### config.mk
export PLATFORM = sky130hd
export DESIGN_NAME = baud_gen_frac
export DESIGN_NICKNAME = d
export VERILOG_FILES = /design/src/rtl/uart_pkg.sv /design/src/rtl/baud_gen_frac_os_div.sv /design/src/rtl/baud_gen_frac.sv
export SDC_FILE = /design/constraint.sdc
export NUM_CORES = 1
export LEC_CHECK = 0
export CORE_UTILIZATION = 55
export DETAILED_ROUTE_END_ITERATION = 7
export GPL_TIMING_DRIVEN = 0
export PLACE_DENSITY = 0.76
export SLEW_MARGIN = 30
export SYNTH_ARGS = -nofsm -noshare
export SYNTH_HDL_FRONTEND = slang
export SYNTH_SLANG_ARGS = --single-unit
### constraint.sdc
create_clock -name clk -period 9 [get_ports clk]
set_input_delay 1.8 -clock clk [delete_from_list [all_inputs] [get_ports clk]]
set_output_delay 1.8 -clock clk [all_outputs]
set_load 0.02 [all_outputs]
### src/rtl/uart_pkg.sv
// Shared UART constants, the default divisor calculation and the divisor payload type.
//   OVERSAMPLE_DEF / DIV_W_DEF / FRAC_BITS_DEF : default generator geometry
//   baud_div_t     : {integer, fraction} oversample divisor at default widths
//   baud_div_calc  : round(clk * 2^fb / (baud * os)), the fixed-point divisor
package uart_pkg;

    localparam int unsigned OVERSAMPLE_DEF = 16;
    localparam int unsigned DIV_W_DEF      = 16;
    localparam int unsigned FRAC_BITS_DEF  = 4;

    typedef struct packed {
        logic [DIV_W_DEF-1:0]     div_int;
        logic [FRAC_BITS_DEF-1:0] div_frac;
    } baud_div_t;

    // Oversample period in clk cycles, scaled by 2^fb and rounded to nearest.
    function automatic longint unsigned baud_div_calc(
        input longint unsigned clk_hz,
        input longint unsigned baud,
        input longint unsigned os,
        input longint unsigned fb
    );
        longint unsigned den;
        den = baud * os;
        return ((clk_hz << fb) + (den >> 1)) / den;
    endfunction

endpackage

### src/rtl/baud_gen_frac_os_div.sv
// Divides the oversample tick stream down to bit-rate and mid-bit ticks.
//   clk, rst    : clock, synchronous active-high reset
//   sync_i      : clears the oversample position
//   os_evt_i    : an oversample tick is issued this cycle (registered by the caller)
//   bit_tick_o  : registered, coincides with every OVERSAMPLE-th os tick
//   mid_tick_o  : registered, coincides with the os tick at mid-bit
module baud_os_div
    import uart_pkg::*;
#(
    parameter int unsigned OVERSAMPLE = OVERSAMPLE_DEF
) (
    input  logic clk,
    input  logic rst,
    input  logic sync_i,
    input  logic os_evt_i,
    output logic bit_tick_o,
    output logic mid_tick_o
);

    localparam int unsigned      OS_W    = (OVERSAMPLE > 1) ? $clog2(OVERSAMPLE) : 1;
    localparam logic [OS_W-1:0]  OS_LAST = OS_W'(OVERSAMPLE - 1);
    localparam logic [OS_W-1:0]  OS_MID  = OS_W'((OVERSAMPLE - 1) / 2);

    logic [OS_W-1:0] os_cnt_q, os_cnt_d;
    logic            bit_tick_q, bit_tick_d;
    logic            mid_tick_q, mid_tick_d;

    // Position within the bit advances on each os tick; ticks decoded from the old position.
    always_comb begin
        os_cnt_d   = os_cnt_q;
        bit_tick_d = 1'b0;
        mid_tick_d = 1'b0;
        if (sync_i) begin
            os_cnt_d = '0;
        end else if (os_evt_i) begin
            bit_tick_d = (os_cnt_q == OS_LAST);
            mid_tick_d = (os_cnt_q == OS_MID);
            os_cnt_d   = (os_cnt_q == OS_LAST) ? '0 : os_cnt_q + OS_W'(1);
        end
    end

    always_ff @(posedge clk) begin
        if (rst) begin
            os_cnt_q   <= '0;
            bit_tick_q <= 1'b0;
            mid_tick_q <= 1'b0;
        end else begin
            os_cnt_q   <= os_cnt_d;
            bit_tick_q <= bit_tick_d;
            mid_tick_q <= mid_tick_d;
        end
    end

    assign bit_tick_o = bit_tick_q;
    assign mid_tick_o = mid_tick_q;

endmodule

### src/rtl/baud_gen_frac.sv
// Runtime-programmable fractional baud-rate generator.
//   clk, rst     : clock, synchronous active-high reset (dominates all inputs)
//   en_i         : count enable, 0 freezes the counters
//   sync_i       : phase restart pulse
//   div_wr_i     : divisor write strobe for div_int_i / div_frac_i
//   div_int_i    : integer os period in clk cycles (must be >= 2)
//   div_frac_i   : fractional os period in units of 2^-FRAC_BITS
//   os_tick_o    : oversample tick
//   bit_tick_o   : bit-rate tick
//   mid_tick_o   : mid-bit tick
//   cfg_err_o    : pulse for a rejected divisor write
module baud_gen_frac
    import uart_pkg::*;
#(
    parameter int unsigned CLK_FREQ     = 50_000_000,
    parameter int unsigned BAUD_DEFAULT = 9600,
    parameter int unsigned OVERSAMPLE   = OVERSAMPLE_DEF,
    parameter int unsigned FRAC_BITS    = FRAC_BITS_DEF,
    parameter int unsigned DIV_W        = DIV_W_DEF
) (
    input  logic                 clk,
    input  logic                 rst,
    input  logic                 en_i,
    input  logic                 sync_i,
    input  logic                 div_wr_i,
    input  logic [DIV_W-1:0]     div_int_i,
    input  logic [FRAC_BITS-1:0] div_frac_i,
    output logic                 os_tick_o,
    output logic                 bit_tick_o,
    output logic                 mid_tick_o,
    output logic                 cfg_err_o
);

    localparam int unsigned CNT_W = DIV_W + 1;
    localparam int unsigned ACC_W = FRAC_BITS + 1;
    localparam longint unsigned DEF_DIV =
        baud_div_calc(64'(CLK_FREQ), 64'(BAUD_DEFAULT), 64'(OVERSAMPLE), 64'(FRAC_BITS));
    localparam logic [DIV_W-1:0]     DEF_INT  = DIV_W'(DEF_DIV >> FRAC_BITS);
    localparam logic [FRAC_BITS-1:0] DEF_FRAC = FRAC_BITS'(DEF_DIV);

    typedef struct packed {
        logic [DIV_W-1:0]     div_int;
        logic [FRAC_BITS-1:0] div_frac;
    } div_cfg_t;

    div_cfg_t             act_q, act_d;
    div_cfg_t             shd_q, shd_d;
    logic                 shd_vld_q, shd_vld_d;
    logic [CNT_W-1:0]     cnt_q, cnt_d;
    logic [FRAC_BITS-1:0] frac_acc_q, frac_acc_d;
    logic                 carry_q, carry_d;
    logic                 os_tick_q, os_tick_d;
    logic                 cfg_err_q, cfg_err_d;

    logic [CNT_W-1:0]     limit_c;
    logic                 period_end_c;
    logic                 wr_ok_c;
    logic                 pend_c;
    logic                 apply_c;
    logic                 os_evt_c;
    div_cfg_t             stage_c;

    // Current period length; the carry stretches one period by a cycle.
    assign limit_c      = {1'b0, act_q.div_int} + CNT_W'(carry_q);
    // >= so a shorter divisor applied while frozen still ends the running period.
    assign period_end_c = (cnt_q >= limit_c - CNT_W'(1));
    assign wr_ok_c      = div_wr_i && (div_int_i >= DIV_W'(2));
    assign stage_c      = wr_ok_c ? div_cfg_t'({div_int_i, div_frac_i}) : shd_q;
    assign pend_c       = wr_ok_c || shd_vld_q;
    // A staged divisor takes effect on a period boundary, or at once when idle/resyncing.
    assign apply_c      = pend_c && (sync_i || !en_i || period_end_c);
    assign os_evt_c     = en_i && !sync_i && period_end_c;

    // Period counter, fractional accumulator and divisor shadow.
    always_comb begin
        act_d      = act_q;
        shd_d      = stage_c;
        shd_vld_d  = pend_c && !apply_c;
        cnt_d      = cnt_q;
        frac_acc_d = frac_acc_q;
        carry_d    = carry_q;
        os_tick_d  = 1'b0;
        cfg_err_d  = div_wr_i && !wr_ok_c;
        if (sync_i) begin
            cnt_d      = '0;
            frac_acc_d = '0;
            carry_d    = 1'b0;
        end else if (en_i) begin
            if (period_end_c) begin
                cnt_d                 = '0;
                os_tick_d             = 1'b1;
                {carry_d, frac_acc_d} = ACC_W'(frac_acc_q) + ACC_W'(act_q.div_frac);
            end else begin
                cnt_d = cnt_q + CNT_W'(1);
            end
        end
        if (apply_c) begin
            act_d      = stage_c;
            frac_acc_d = '0;
            carry_d    = 1'b0;
        end
    end

    always_ff @(posedge clk) begin
        if (rst) begin
            act_q      <= div_cfg_t'({DEF_INT, DEF_FRAC});
            shd_q      <= '0;
            shd_vld_q  <= 1'b0;
            cnt_q      <= '0;
            frac_acc_q <= '0;
            carry_q    <= 1'b0;
            os_tick_q  <= 1'b0;
            cfg_err_q  <= 1'b0;
        end else begin
            act_q      <= act_d;
            shd_q      <= shd_d;
            shd_vld_q  <= shd_vld_d;
            cnt_q      <= cnt_d;
            frac_acc_q <= frac_acc_d;
            carry_q    <= carry_d;
            os_tick_q  <= os_tick_d;
            cfg_err_q  <= cfg_err_d;
        end
    end

    baud_os_div #(
        .OVERSAMPLE (OVERSAMPLE)
    ) u_os_div (
        .clk        (clk),
        .rst        (rst),
        .sync_i     (sync_i),
        .os_evt_i   (os_evt_c),
        .bit_tick_o (bit_tick_o),
        .mid_tick_o (mid_tick_o)
    );

    assign os_tick_o = os_tick_q;
    assign cfg_err_o = cfg_err_q;

endmodule

== Word level (Yosys, flattened, before mapping) ==
Cells that the tools add are included.

* Equal/unequal tests: 2
* Order comparisons: 2
* Bitwise logic cells: 2
* Muxes and demuxes: 4
* Reduce and logical (&&, ||, !) cells: 18
* Add/subtract/negate cells: 5

{| class="wikitable"
|+ Operators with widths
! cell !! count
|-
| 20-bit 2-to-1 mux || 1
|-
| 16-bit by 1-bit adder with 17-bit output || 1
|-
| 17-bit by 1-bit adder with 17-bit output, second input constant || 1
|-
| 17-bit >= comparator || 1
|-
| 17-bit 2-to-1 mux || 1
|-
| 17-bit by 1-bit subtractor with 17-bit output, second input constant || 1
|-
| 16-bit by 2-bit >= comparator with 1-bit output, second input constant || 1
|-
| 3-bit OR reduction || 3
|-
| 1-bit logical AND || 6
|-
| 4-bit by 4-bit adder with 5-bit output || 1
|-
| 4-bit by 1-bit adder with 4-bit output, second input constant || 1
|-
| 4-bit by 3-bit == test with 1-bit output, second input constant || 1
|-
| 4-bit == test, second input constant || 1
|-
| 1-bit logical NOT || 4
|-
| 4-bit 2-to-1 mux || 1
|-
| 1-bit logical OR || 3
|-
| 1-bit NOT || 2
|-
| 2-bit AND reduction || 1
|-
| 2-bit OR reduction || 1
|-
| 1-bit 2-to-1 mux || 1
|}

* Output and inout port bits: 4
* Bits in registers: 71
* Word-level logic and storage cells: 46
* Bits of input ports: 25

== Longest topological paths before layout ==
Gate-level depths: netlist of run 1.

* Depth in word-level cells: 7
* Gate-level depth with buffers: 17
* Depth with buffers taken out: 16

== Modules after synthesis ==
Synthesis of run 1 repeated with hierarchy kept, for this count alone.

* Cell total of the unflattened synthesis: 383
* Area total of the unflattened synthesis: 3,618.5 um^2

{| class="wikitable"
|+ Modules (own cells, without submodules)
! module !! area an instance (um^2) !! times used !! cells an instance !! sequential area each (um^2)
|-
| baud_gen_frac || 3,377.0 || 1 || 357 || 1,301.2
|-
| baud_os_div || 241.5 || 1 || 26 || 120.1
|}

== Worst setup path after synthesis of run 1 ==
Ideal clock, no wire load.

* Path type: input to register
* Start point: input div_int_i[10]
* End point: register act_q[3] (netlist name)
* Cell stages on the path: 6
* Data required time: 8.864 ns
* Setup time: 0.136 ns
* Path buffers: 1
* Arrival: 3.657 ns
* Setup slack: 5.208 ns
* Cells stage by stage: or4_1 o41ai_2 buf_4 mux2_1 a2111oi_0 a211oi_1

* Longest elaborated chain between the ends: 4
* Elaborated cells on any way between the ends: 5
* Classes of those cells: order compare: 1; mux: 1; reduce/logical: 3

{| class="wikitable"
|+ Ends and longest elaborated chain
! what !! RTL line !! source
|-
| start: declaration || baud_gen_frac.sv:26 || <nowiki>input logic [DIV_W-1:0] div_int_i,</nowiki>
|-
| 16-bit by 2-bit >= comparator with 1-bit output (*) || baud_gen_frac.sv:67 || <nowiki>assign wr_ok_c = div_wr_i && (div_int_i >= DIV_W'(2));</nowiki>
|-
| 1-bit logical AND (*) || baud_gen_frac.sv:67 ||
|-
| 1-bit logical OR || baud_gen_frac.sv:69 || <nowiki>assign pend_c = wr_ok_c || shd_vld_q;</nowiki>
|-
| 1-bit logical AND || baud_gen_frac.sv:71 || <nowiki>assign apply_c = pend_c && (sync_i || !en_i || period_end_c);</nowiki>
|-
| end signal: assignment || baud_gen_frac.sv:106 || <nowiki>act_q <= div_cfg_t'({DEF_INT, DEF_FRAC});</nowiki>
|-
| end signal: assignment || baud_gen_frac.sv:115 || <nowiki>act_q <= act_d;</nowiki>
|-
| end: declaration || baud_gen_frac.sv:46 || <nowiki>div_cfg_t act_q, act_d;</nowiki>
|}

Mark *: on every way between the ends. The rest lies on a longest branch, timed or not.
A chain may end at the register's enable or synchronous reset.

== Final worst setup path of run 1 ==
* Start point: register act_q[4] (netlist name)
* End point: register cnt_q[9]

* Longest elaborated chain between the ends: 4

{| class="wikitable"
|+ Ends and longest elaborated chain
! what !! RTL line !! source
|-
| 16-bit by 1-bit adder with 17-bit output || baud_gen_frac.sv:64 || <nowiki>assign limit_c = {1'b0, act_q.div_int} + CNT_W'(carry_q);</nowiki>
|-
| 17-bit by 1-bit subtractor with 17-bit output || baud_gen_frac.sv:66 || <nowiki>assign period_end_c = (cnt_q >= limit_c - CNT_W'(1));</nowiki>
|-
| 17-bit >= comparator || baud_gen_frac.sv:66 ||
|-
| 17-bit 2-to-1 mux || baud_gen_frac.sv:89 || <nowiki>if (period_end_c) begin</nowiki>
|-
| end signal: assignment || baud_gen_frac.sv:118 || <nowiki>cnt_q <= cnt_d;</nowiki>
|-
| end: declaration || baud_gen_frac.sv:49 || <nowiki>logic [CNT_W-1:0] cnt_q, cnt_d;</nowiki>
|}

No other way between the ends.

==> metrics, run 1 <==
status complete, no violations; fmax 232 MHz; multi-input logic area 2190 sq um; CP Launch Type flip-flop; CTS tree yes; endpoints failing setup 0; worst slew pin tran 0.681 ns; Die Y between 80 and 90 um; Setup Crit Path Kind reg2reg; min-delay worst type reg2reg; # fillers 545; area grow syn2layout 14.6%; hold_sp u_os_div.os_cnt_q[3]; Antenna Nets Post-Route 0; CP Cell Sequence inv_1, ha_1, ha_1, nor3b_1, nand2_1, or2_2, nor3_1, nand2_1, xor2_1, ha_1, and4_1, nand2_1, o21a_1, o21ai_0, clkbuf_1, nor2_1; Avg Synthesized Cell Area 9.49 sq um; max-slew violation count 0; cell area after synthesis around 3700 sq um; top layer in use met4; Lkg Pwr 1.66 nW; dpl hpwl 6.15 mm; n_diodes 0; met2 WL post-DR 3.88 mm; Yosys warnings 0; Detailed Route Iter0 Violations 150; Peak VDD IR between 0.1 and 0.15 mV; Yosys top cell by area dfxtp_1; num rows 29; Initial Util 58.0%; #FFs+latches synth just over 70; drt via density 5.75; die area 7150 sq um; Worst EP required 9.22 ns; Post-synth EDFFs 0; Synth area leaders dfxtp_1 38%, ha_1 8.3%, nor2_1 4.4%; Worst Setup SP act_q[4]; share of cells above drive strength 1 between 10% and 20%; setup TNS 0 ns; DIE WIDTH 84.5 um; CTS Buffer Depth 2; vias 2,963; final hold viol count 0; crit-path max cell delay roughly 0.48 ns; Critical Path Fanout Max 10; root buffer cell clkbuf_8; post-synth cell types 62; Core ar. 6460 sq um; Final #Nets just under 500; # H-tree levels 3; asr flop ratio synth 0%; routed metal-1 wirelength 3.79 mm; Final Cycle Share 47.8%; met3 wire length 167 um; DRC Markers 0; top_reg_cell synth dfxtp_1; largest net degree at the start of global routing 15; CTS sink count a little over 70; routability congestion estimate 0.805; wire length per cell 15.4 um; crit end category flip-flop; clk_lat worst skew 0.35 ns; GR Overflow Total 0; Reg clk slew, reported paths 0.09 ns; Max Cap Viol 0; min Tclk post-route 4.30 ns; Syn Inst Count a little under 400; Reg area 1420 sq um; gr usage total 23.5%; # IOs 29; R2R Path Start act_q[4]; syn_nets 446; final wirelength 7.94 mm; cts hold-fix bufs 0; TritonCTS Buffers 9; Cell Pwr Density 152 nW/um^2; Slew headroom 54.5%; Final Total Pwr 652 uW; hold_ws 0.457 ns; share of the synthesized area in the top cell type 37.9%; register area share after synthesis roughly 38%; RSZ-0062 raised after global routing no; CP max stage cell o21ai_0; first-pass GRT wire length 13.1 mm; vias in the first global route between 2,000 and 3,000; initial antenna violation count 0; skew final 0.00957 ns; CTS resizes 0; post-CTS setup buffers 0; router iterations before antenna repair 4; CP Data Arrival Time ~4.5 ns; Port Buffers 27
[kinds of logic (layout without fill, tap and decap cells)]
family | after synthesis | in the layout | share of synthesized area (%)
simple gates | 144 | 144 | 19.4
compound gates | 77 | 77 | 17.9
flops | 71 | 71 | 37.9
xor+xnor | 29 | 29 | 6.78
buf+inv | 28 | 71 | 3.64
fa+ha+maj | 26 | 26 | 8.88
mux | 20 | 20 | 5.54
[cells in the final DEF (no fill, tap or decap), types with 4 or more instances in the layout]
master / n
or4_1: 4
nand4_1: 5
o2bb2ai_2: 9
nand2_1: 30
inv_1: 14
and3_1: 6
and2_1: 9
o21ai_0: 10
xor2_1: 12
a21o_1: 4
dfxtp_1: 71
a21oi_1: 16
a31oi_1: 4
clkdlybuf4s50_1: 27
mux2i_1: 14
clkbuf_8: 9
nor2_1: 44
xnor2_1: 17
nand3_1: 13
a211oi_1: 6
ha_1: 25
nor4_1: 8
clkbuf_1: 7
[cells in the mapped netlist, types with 4 or more instances]
cell       count
or4_1          4
o21ai_0       10
mux2i_1       14
and3_1         6
ha_1          25
nand4_1        5
dfxtp_1       71
xnor2_1       17
and2_1         9
nand2_1       30
nand3_1       13
xor2_1        12
nor4_1         8
clkbuf_1       7
a31oi_1        4
a21oi_1       16
a211oi_1       6
o2bb2ai_2      9
nor2_1        44
inv_1         14
a21o_1         4
[power breakdown]
part	switching [mW]	internal, mW
Clock	0.132	0.103
Combinational	0.0433	0.0395
Sequential	0.00912	0.326
[worst max-delay path, delay by kind of cell (launching register included)]
family          cells  cell delay, ns
compound gates      2            0.76
fa+ha+maj           3            0.72
flops               1            0.30
simple gates        8            1.75
buf+inv             2            0.48
xor+xnor            1            0.16
[layer usage]
metal	up-vias	global-route usage, %
met5	-	0
met4	0	8.94
met3	14	4.52
met2	35	38.6
met1	1404	30.6
li1	1510	-
[final cells by class]
| cell class | count | share of cell area [%] |
|---|---|---|
| buffer | 14 | 1.95 |
| clock buffer | 9 | 2.88 |
| clock inverter | 7 | 1.31 |
| inverter | 14 | 1.22 |
| multi-input combinational | 296 | 51.0 |
| sequential | 71 | 33.1 |
| tap | 77 | 2.24 |
| timing repair buffer | 27 | 6.29 |
[sequential cells by signal (all words and copies together) (netlist names)]
| register | flops |
|---|---|
| act_q | 20 |
| cfg_err_o | 1 |
| os_tick_o | 1 |
| cnt_q | 17 |
| frac_acc_q | 4 |
| shd_vld_q | 1 |
| shd_q | 20 |
| u_os_div.mid_tick_o | 1 |
| carry_q | 1 |
| u_os_div.os_cnt_q | 4 |
| u_os_div.bit_tick_o | 1 |
[stage by stage]
stage          cells  util [%]  cell area, sq um  setup slack [ns]
4_1_cts          515      66.5              4290              4.71
2_1_floorplan    395         -              3750              5.21
3_5_place_dp     499      63.7              4110              4.49
6_report         515      66.5              4290              4.70
5_1_grt          515      66.5              4290              4.37
3_3_place_gp     499      63.7              4110              4.49
[path summary, 6_finish.rpt]
kind                                       endpoint  slack, ns  cells after the start
worst max-delay path                       cnt_q[9]       4.70                     16
worst min-delay path            u_os_div.mid_tick_o       0.46                      1
worst max register to register             cnt_q[9]       4.70                     16
worst min register to register  u_os_div.mid_tick_o       0.46                      1
Power figures use the tool's default switching activity.
==> run 2: changes to the inputs <==
==> constraint.sdc (replaced) <==
create_clock -name clk -period 4.08 [get_ports clk]
set_input_delay 0.816 -clock clk [delete_from_list [all_inputs] [get_ports clk]]
set_output_delay 0.816 -clock clk [all_outputs]
set_load 0.02 [all_outputs]
==> run 2 against run 1 <==
Net effect: core utilization rose by 0.14 points; fmax rose by 12%; wire length fell by 0.44%; sequential power rose by 120%; cell count fell by 0.19%; global-route usage barely moved; non-clock buffer count fell by 1; clock skew barely moved; clock-buffer cell count did not move; final area rose by 0.20%; register-to-register slack got worse by 4.4 ns; total power rose by 120%.
==> metrics, run 2 (synthesis results as in run 1) <==
final hold viol count 0 (unchanged); area grow syn2layout 14.8%; Lkg Pwr 1.67 nW (+0.38%); Initial Util 58.0% (unchanged); Core ar. 6460 sq um (unchanged); TritonCTS Buffers 9 (unchanged); crit-path max cell delay 0.48 ns (about the same); Cell Pwr Density 334 nW/um^2 (+120%); Setup Crit Path Kind reg2reg; max-slew violation count 0 (unchanged); status complete, no violations; CP Cell Sequence inv_1, ha_1, nand3b_1, or4_1, or3_1, nor4_1, xnor2_1, ha_1, and4_1, and2_1, a31oi_1, nand2_1, o21ai_4, buf_6, o2bb2ai_1; dpl ws -0.177 ns (-4.67 ns); Slew headroom 56.0% (+1.5 points); non-filler cells, final 514 (-0.19%); Worst EP required 4.32 ns (-4.90 ns); routability congestion estimate 0.805 (unchanged); Final Total Pwr 1.44 mW (+120%); R2R Path Start act_q[4]; CP Launch Type flip-flop; # IOs 29 (unchanged); Worst Hold Path Cells 1 (unchanged); die area 7150 sq um (unchanged); Reg clk slew, reported paths 0.09 ns (about the same); largest net degree at the start of global routing 15 (unchanged); Final #Nets 483 (-0.21%); CP Buf/Inv Count 2 (unchanged); initial antenna violation count 0 (unchanged); Hold Path Sink u_os_div.mid_tick_o; CP max stage cell or4_1; crit-path most repeated cell ha_1; Cells after DPL 499 (unchanged); root buffer cell clkbuf_8; CTS tree yes; vias 2,962 (-0.034%); hold_sp u_os_div.os_cnt_q[3]; CP Data Arrival Time 4.07 ns (-0.46 ns); Reg2Reg Setup Slack 0.25 ns (-4.45 ns); Top Registers act_q (20), shd_q (20), cnt_q (17); router iterations before antenna repair 5 (+1); n_diodes 0 (unchanged); Max Cap Viol 0 (unchanged); min Tclk post-route 3.83 ns (-0.474 ns); commonest non-fill, non-tap cells in the layout 71 x dfxtp_1, 44 x nor2_1, 30 x nand2_1; Antenna Nets Post-Route 0 (unchanged); RSZ-0062 raised after global routing no; Detailed Route Iter0 Violations 153 (+2.0%); DRC Markers 0 (unchanged); R2R Path End act_q[5]; most common cell after layout, fill and taps aside dfxtp_1; gr usage total 23.4% (about the same); vias in the first global route 2,772 (-0.22%); CP Depth 15 (-1); crit end category flip-flop; DIE WIDTH 84.5 um (unchanged); min-delay worst type reg2reg; drt via density 5.76 (+0.16%); Peak VDD IR 0.299 mV (+120%); Final Cycle Share 93.9% (+46 points); worst slew pin tran 0.658 ns (-0.0223 ns); skew final 0.00969 ns (+0.000120 ns); GR Overflow Total 0 (unchanged); CTS sink count 71 (unchanged); CP top delay family simple AND/OR/NAND/NOR gates; dpl hpwl 6.15 mm (unchanged); fmax 261 MHz (+12%); endpoints failing setup 0 (unchanged); Port Buffers 27 (unchanged); share of cells above drive strength 1 11.4% (+0.94 points); final wirelength 7.90 mm (-0.44%); num rows 29 (unchanged); setup ws final 0.250 ns (-4.45 ns); first-pass GRT wire length 13.1 mm (-0.11%); Die Y 84.5 um (unchanged); wire length per cell 15.4 um (-0.25%); CTS Buffer Depth 2 (unchanged); # H-tree levels 3 (unchanged); R2R cell count 15 (-1); hold_ws 0.463 ns (+0.00625 ns); Critical Path Fanout Max 10 (unchanged); clk_lat worst skew 0.35 ns (about the same); post-CTS setup buffers 0 (unchanged)
==> run 2: cell types whose count changed in the layout (fill, tap and decap cells not counted), sizes merged <==
| cell | change |
|---|---|
| clkbuf | -1 |
==> run 2: final cells by class <==
type | count | area (sq um)
Buffer | 13 | 82.6
Clock buffer | 9 | 124
Clock inverter | 7 | 56.3
Fill cell | 542 | 2160
Inverter | 14 | 52.6
Multi-Input combinational cell | 296 | 2200
Sequential cell | 71 | 1420
Tap cell | 77 | 96.3
Timing Repair Buffer | 27 | 270
==> run 2: worst max path at each step <==
stage          startpoint         to  slack (ns)
3_5_place_dp      carry_q   cnt_q[9]       -0.18
2_1_floorplan    act_q[4]  act_q[12]        0.51
3_3_place_gp     act_q[4]   cnt_q[4]       -0.02
6_report         act_q[4]   act_q[5]        0.25
5_1_grt          act_q[4]   act_q[5]       0.003
4_1_cts           carry_q  act_q[12]        0.08
==> run 2: power breakdown <==
part / switching, mW / leakage, nW / internal (mW)
clock: 0.291 / 0.0902 / 0.227
sequential: 0.0204 / 0.579 / 0.719
combinational: 0.0954 / 0.999 / 0.0873
total: 0.407 / 1.67 / 1.03
==> run 2: worst register-to-register path: cells and delay by family, from the launching register on <==
kind / cells / cell delay (ns)
AND/OR/NAND/NOR: 7 / 1.91
AO/OA/AOI/OAI: 3 / 0.57
adder cells (fa/ha/maj): 2 / 0.48
flip-flops: 1 / 0.30
buffers and inverters: 2 / 0.29
XOR/XNOR: 1 / 0.17
==> run 2: timing repair <==
item / 4_1_cts / 5_1_grt
cloned: 0 / 0
hold buffers: 0 / 0
endpoints found under the setup margin: 17 / 31
gates resized for setup: 4 / 1
pin swaps: 0 / 1
==> run 2: per-stage QoR <==
stage | area [sq um] | setup TNS [ns] | utilization, %
2_1_floorplan | 3750 | 0 | -
5_1_grt | 4300 | 0 | 66.6
4_1_cts | 4300 | 0 | 66.6
6_report | 4300 | 0 | 66.6
3_3_place_gp | 4110 | -0.167 | 63.7
3_5_place_dp | 4110 | -1.78 | 63.7
==> run 2: routing by layer <==
| metal | global-route usage [%] | vias to the layer above | wire [um] |
|---|---|---|---|
| met3 | 4.52 | 14 | 172 |
| met1 | 30.6 | 1408 | 3740 |
| met4 | 8.94 | 0 | 113 |
| met5 | 0 | - | 0 |
| li1 | - | 1505 | - |
| met2 | 38.5 | 35 | 3870 |
==> edit 1 (settings of run 1) <==
Set the package constant `OVERSAMPLE_DEF` to 8 (it was 16).
--- a/src/rtl/uart_pkg.sv
+++ b/src/rtl/uart_pkg.sv
@@ -5,5 +5,5 @@
 package uart_pkg;
 
-    localparam int unsigned OVERSAMPLE_DEF = 16;
+    localparam int unsigned OVERSAMPLE_DEF = 8;
     localparam int unsigned DIV_W_DEF      = 16;
     localparam int unsigned FRAC_BITS_DEF  = 4;
Function: changed (Yosys sat finds a counterexample within 10 cycles, from zero or initial values and one cycle with rst high).
==> edit 1 against run 1 <==
The flow now finishes with violations (DRC); fmax down 5.9%; cell area up 0.47%; worst setup slack worse by 0.27 ns; total power up 6.0%; sequential cell count down 1; clock skew up 0.0022 ns; area after synthesis down 0.80%; wire length down 3.3%; sequential share of layout area down 0.62 points; critical path type unchanged; critical endpoint is now cnt_q[10]; largest cell class unchanged.
==> edit 1: results (changes against run 1) <==
* Reg2Reg Depth at 14 (-2)
* Met3 Wirelength at 232 um (+39%)
* Sequential share of cell area at 0.325 (-0.00618)
* Avg Vias per Cell at 5.62 (-2.3%)
* Status: complete, but fails checks
* Initial DRC count at 143 (-4.7%)
* Arr. time, crit path at 4.81 ns (+0.28 ns)
* Met1 usage at 0.293 (-0.0128)
* Worst slack, placed at 4.45 ns (-0.0480 ns)
* Area Overhead vs Synth at 16.1%
* Area contributors post-synth: dfxtp_1 38%, ha_1 9.1%, mux2i_1 5.9%
* DRT met1 WL at 3640 um (-3.8%)
* M3 GR Usage at 0.0531 (+0.00787)
* Worst Hold Launch: shd_q[7]
* Largest net degree at the start of global routing at 14 (-1)
* Peak supply drop at 0.126 mV (-6.7%)
* Cells after synthesis at 393 (-0.51%)
* First-pass GRT wire length at 12900 um (-1.1%)
* Layout cells sized above 1 at 0.110 (+0.00482)
* Final HPWL DP at 5830 um (-5.2%)
* Overall Global Routing Usage at 0.233 (-0.00187)
* DRC violation count after routing at 2 (+2)
* Dpl cell area at 4090 um^2 (-0.49%)
* Buffering overhead at 0.0841 (+0.00165)
* Avg WL per Cell at 14.9 um (-3.1%)
* Crit-path max cell delay at 0.63 ns (+0.15 ns)
* Multiplexer share of the synthesized area at 0.122 (+0.0664)
* Violated checks: DRC
* Detailed Routing Iterations Pass 1 at 6 (+2)
* Met2 Track Usage GR at 0.389 (+0.00316)
* Multi-input logic area at 2180 um^2 (-0.40%)
* Vias in the first global route at 2764 (-0.50%)
* FFs & Latches at 70 (-1.4%)
* Fmax at 219 MHz (-5.9%)
* Net count, final at 485 (+0.21%)
* Skew final at 0.0117 ns (+0.00216 ns)
* Synth Area in Compound Gates at 0.109 (-0.0692)
* Seq. cell area at 1400 um^2 (-1.4%)
* Hold_ws at 0.497 ns (+0.0400 ns)
-- edit 1: cell types whose count changed after synthesis, moves of 5 or more --
cell              run 1  this run
nor2_1               44        53
o21ai_0              10         4
o2bb2ai_2             9         0
nor3_1                3        13
nand3_1              13         6
o2111ai_1             0         6
nor2b_1               3        14
and2_1                9         4
mux2_2                3        10
mux2_4                0         8
mux2i_1              14        22
o311ai_0              0         5
-- edit 1: worst register-to-register path, stage by stage, from the launching register on --
cell       delay [ns]
dfxtp_1          0.30
inv_1            0.07
ha_1             0.20
ha_1             0.20
nor3b_1          0.37
nand2_1          0.13
or4_1            0.51
or4_1            0.52
ha_1             0.31
nand2_1          0.10
o21ai_0          0.63
nand2_1          0.33
o2111ai_1        0.40
buf_2            0.33
nor2_1           0.07
-- edit 1: report_power, final --
group	total, mW	leakage [nW]	internal, mW	switching [mW]
logic	0.0781	1.04	0.0393	0.0388
clock network	0.283	0.114	0.157	0.126
registers	0.330	0.571	0.322	0.00842
==> edit 2 (settings of run 1) <==
Made on the original files. Add an input register stage for `en_i`, `sync_i`, `div_wr_i`, `div_int_i` and `div_frac_i`, without a reset; this delays them by one clock. Comments in the files are not updated.
--- a/src/rtl/baud_gen_frac.sv
+++ b/src/rtl/baud_gen_frac.sv
@@ -44,4 +44,18 @@
     } div_cfg_t;
 
+    logic en_q;
+    logic sync_q;
+    logic div_wr_q;
+    logic [DIV_W-1:0] div_int_q;
+    logic [FRAC_BITS-1:0] div_frac_q;
+
+    always_ff @(posedge clk) begin
+        en_q       <= en_i;
+        sync_q     <= sync_i;
+        div_wr_q   <= div_wr_i;
+        div_int_q  <= div_int_i;
+        div_frac_q <= div_frac_i;
+    end
+
     div_cfg_t             act_q, act_d;
     div_cfg_t             shd_q, shd_d;
@@ -65,10 +79,10 @@
     // >= so a shorter divisor applied while frozen still ends the running period.
     assign period_end_c = (cnt_q >= limit_c - CNT_W'(1));
-    assign wr_ok_c      = div_wr_i && (div_int_i >= DIV_W'(2));
-    assign stage_c      = wr_ok_c ? div_cfg_t'({div_int_i, div_frac_i}) : shd_q;
+    assign wr_ok_c      = div_wr_q && (div_int_q >= DIV_W'(2));
+    assign stage_c      = wr_ok_c ? div_cfg_t'({div_int_q, div_frac_q}) : shd_q;
     assign pend_c       = wr_ok_c || shd_vld_q;
     // A staged divisor takes effect on a period boundary, or at once when idle/resyncing.
-    assign apply_c      = pend_c && (sync_i || !en_i || period_end_c);
-    assign os_evt_c     = en_i && !sync_i && period_end_c;
+    assign apply_c      = pend_c && (sync_q || !en_q || period_end_c);
+    assign os_evt_c     = en_q && !sync_q && period_end_c;
 
     // Period counter, fractional accumulator and divisor shadow.
@@ -81,10 +95,10 @@
         carry_d    = carry_q;
         os_tick_d  = 1'b0;
-        cfg_err_d  = div_wr_i && !wr_ok_c;
-        if (sync_i) begin
+        cfg_err_d  = div_wr_q && !wr_ok_c;
+        if (sync_q) begin
             cnt_d      = '0;
             frac_acc_d = '0;
             carry_d    = 1'b0;
-        end else if (en_i) begin
+        end else if (en_q) begin
             if (period_end_c) begin
                 cnt_d                 = '0;
@@ -129,5 +143,5 @@
         .clk        (clk),
         .rst        (rst),
-        .sync_i     (sync_i),
+        .sync_i     (sync_q),
         .os_evt_i   (os_evt_c),
         .bit_tick_o (bit_tick_o),
Function: changed (Yosys sat finds a counterexample within 4 cycles, from zero or initial values and one cycle with rst high).
==> edit 2 against run 1 <==
Wire length is 8.3% lower; worst setup slack better by 0.33 ns; area after synthesis is 13% higher; cell area increased by 12%; worst hold slack better by 0.025 ns; largest power group unchanged; total power up 23%; critical path depth decreased by 2; critical endpoint is now act_q[1]; first-iteration DRC count decreased by 43%; sequential cell count grew 23; synthesized cell count is 1.0% higher.
==> edit 2: results (changes against run 1) <==
* Net count, final at 489 (+1.0%)
* Skew final at 0.00911 ns (-0.000465 ns)
* Overall Global Routing Usage at 0.201 (-0.0338)
* Worst hold path class: flip-flop to flip-flop
* Seq. cell area at 1880 um^2 (+32%)
* Detailed Routing Iterations Pass 1 at 4 (unchanged)
* Leak at 1.90 nW (+14%)
* RePlAce Congestion at 0.855 (+6.3%)
* Synth cell count leaders: 94 x dfxtp_1, 50 x nor2_1, 28 x mux2i_1
* Mapped Avg Cell Area at 10.6 um^2 (+12%)
* WL final at 7280 um (-8.3%)
* Net Count, Synth at 450 (+0.90%)
* Reg2reg start: act_q[4]
* Seq/Total Area, Yosys at 0.446 (+0.0663)
* Flop pwr share at 0.553 (+0.039)
* Status: complete, no violations
* Fillers at 572 (+5.0%)
* Dpl cell area at 4630 um^2 (+12%)
* Library cells used by synthesis at 52 (-16%)
* Via count at 2822 (-4.8%)
* Hold Path Sink: cfg_err_o
* Net Sw Power at 0.217 mW (+18%)
* Synth async-reset ratio at 0 (unchanged)
* Area contributors post-synth: dfxtp_1 45%, ha_1 7.4%, mux2i_1 6.6%
* Final HPWL DP at 5500 um (-11%)
* CP delay by family, top: simple AND/OR/NAND/NOR gates
* RR Endpoint: act_q[1]
* Clock network power at 0.277 mW (+18%)
* Worst Hold Launch: div_wr_q
* Vias in the first global route at 2634 (-5.2%)
* CTS root buffer: clkbuf_8
* Layout cells sized above 1 at 0.149 (+0.0440)
* Initial DRC count at 85 (-43%)
* Reg2Reg Depth at 14 (-2)
* Arr. time, crit path at 4.23 ns (-0.30 ns)
* Placed Instances at 526 (+5.4%)
* Peak supply drop at 0.123 mV (-9.1%)
* Clk pwr share at 0.344 (-0.015)
* First-pass GRT wire length at 12200 um (-6.6%)
* Initial antenna violation count at 0 (unchanged)
* Hold_ws at 0.482 ns (+0.0255 ns)
* Critical-path top delay cell: or4_4
* Avg Vias per Cell at 5.21 (-9.5%)
* Slew at the pin closest to its max-slew limit at 0.576 ns (-0.105 ns)
* Worst slack, placed at 5.02 ns (+0.527 ns)
* Port Buf Inserts at 28 (+3.7%)
* Largest net degree at the start of global routing at 20 (+5)
==> edit 2: routing by layer <==
| layer | GRT usage | share of wire | up-vias | routed length [um] |
|---|---|---|---|---|
| li1 | - | - | 1460 | - |
| met1 | 0.264 | 0.49 | 1306 | 3550 |
| met2 | 0.329 | 0.47 | 49 | 3400 |
| met3 | 0.0521 | 0.033 | 7 | 239 |
| met4 | 0.0505 | 0.012 | 0 | 85 |
| met5 | 0 | 0 | - | 0 |
==> edit 2: worst max path at each step <==
stage                    from       end  slack, ns  cells past startpoint
global placement    act_q[10]  act_q[2]       5.06                     11
global route         act_q[4]  act_q[1]       4.79                     14
finish               act_q[4]  act_q[1]       5.02                     14
CTS                  act_q[4]  act_q[7]       5.01                     14
floorplan           act_q[10]  act_q[0]       5.31                     11
detailed placement  act_q[10]  act_q[7]       5.02                     11
==> edit 2: area by class of cell <==
type                       instances  area share
multi-input combinational        279       0.454
sequential                        94       0.390
timing repair buffer              28      0.0581
clock buffer                       9      0.0257
tap                               99      0.0257
buffer                            13      0.0207
clock inverter                     7      0.0156
inverter                          13      0.0101
==> edit 2: cell families after synthesis <==
logic type	Yosys count	synth area share
and+or+nand+nor	142	0.188
DFF	94	0.446
muxes	45	0.116
AOI/OAI and AO/OA	34	0.0696
xor gates and xnor gates	32	0.0664
buffers and inverters	26	0.0353
adders and majority gates	26	0.0788
==> edit 2: worst register-to-register path, delay by kind of cell (launching register included) <==
family	cells	cell delay, ns
and+or+nand+nor	5	1.43
AOI/OAI and AO/OA	3	0.85
adders and majority gates	3	0.69
DFF	1	0.34
muxes	1	0.30
buffers and inverters	2	0.27
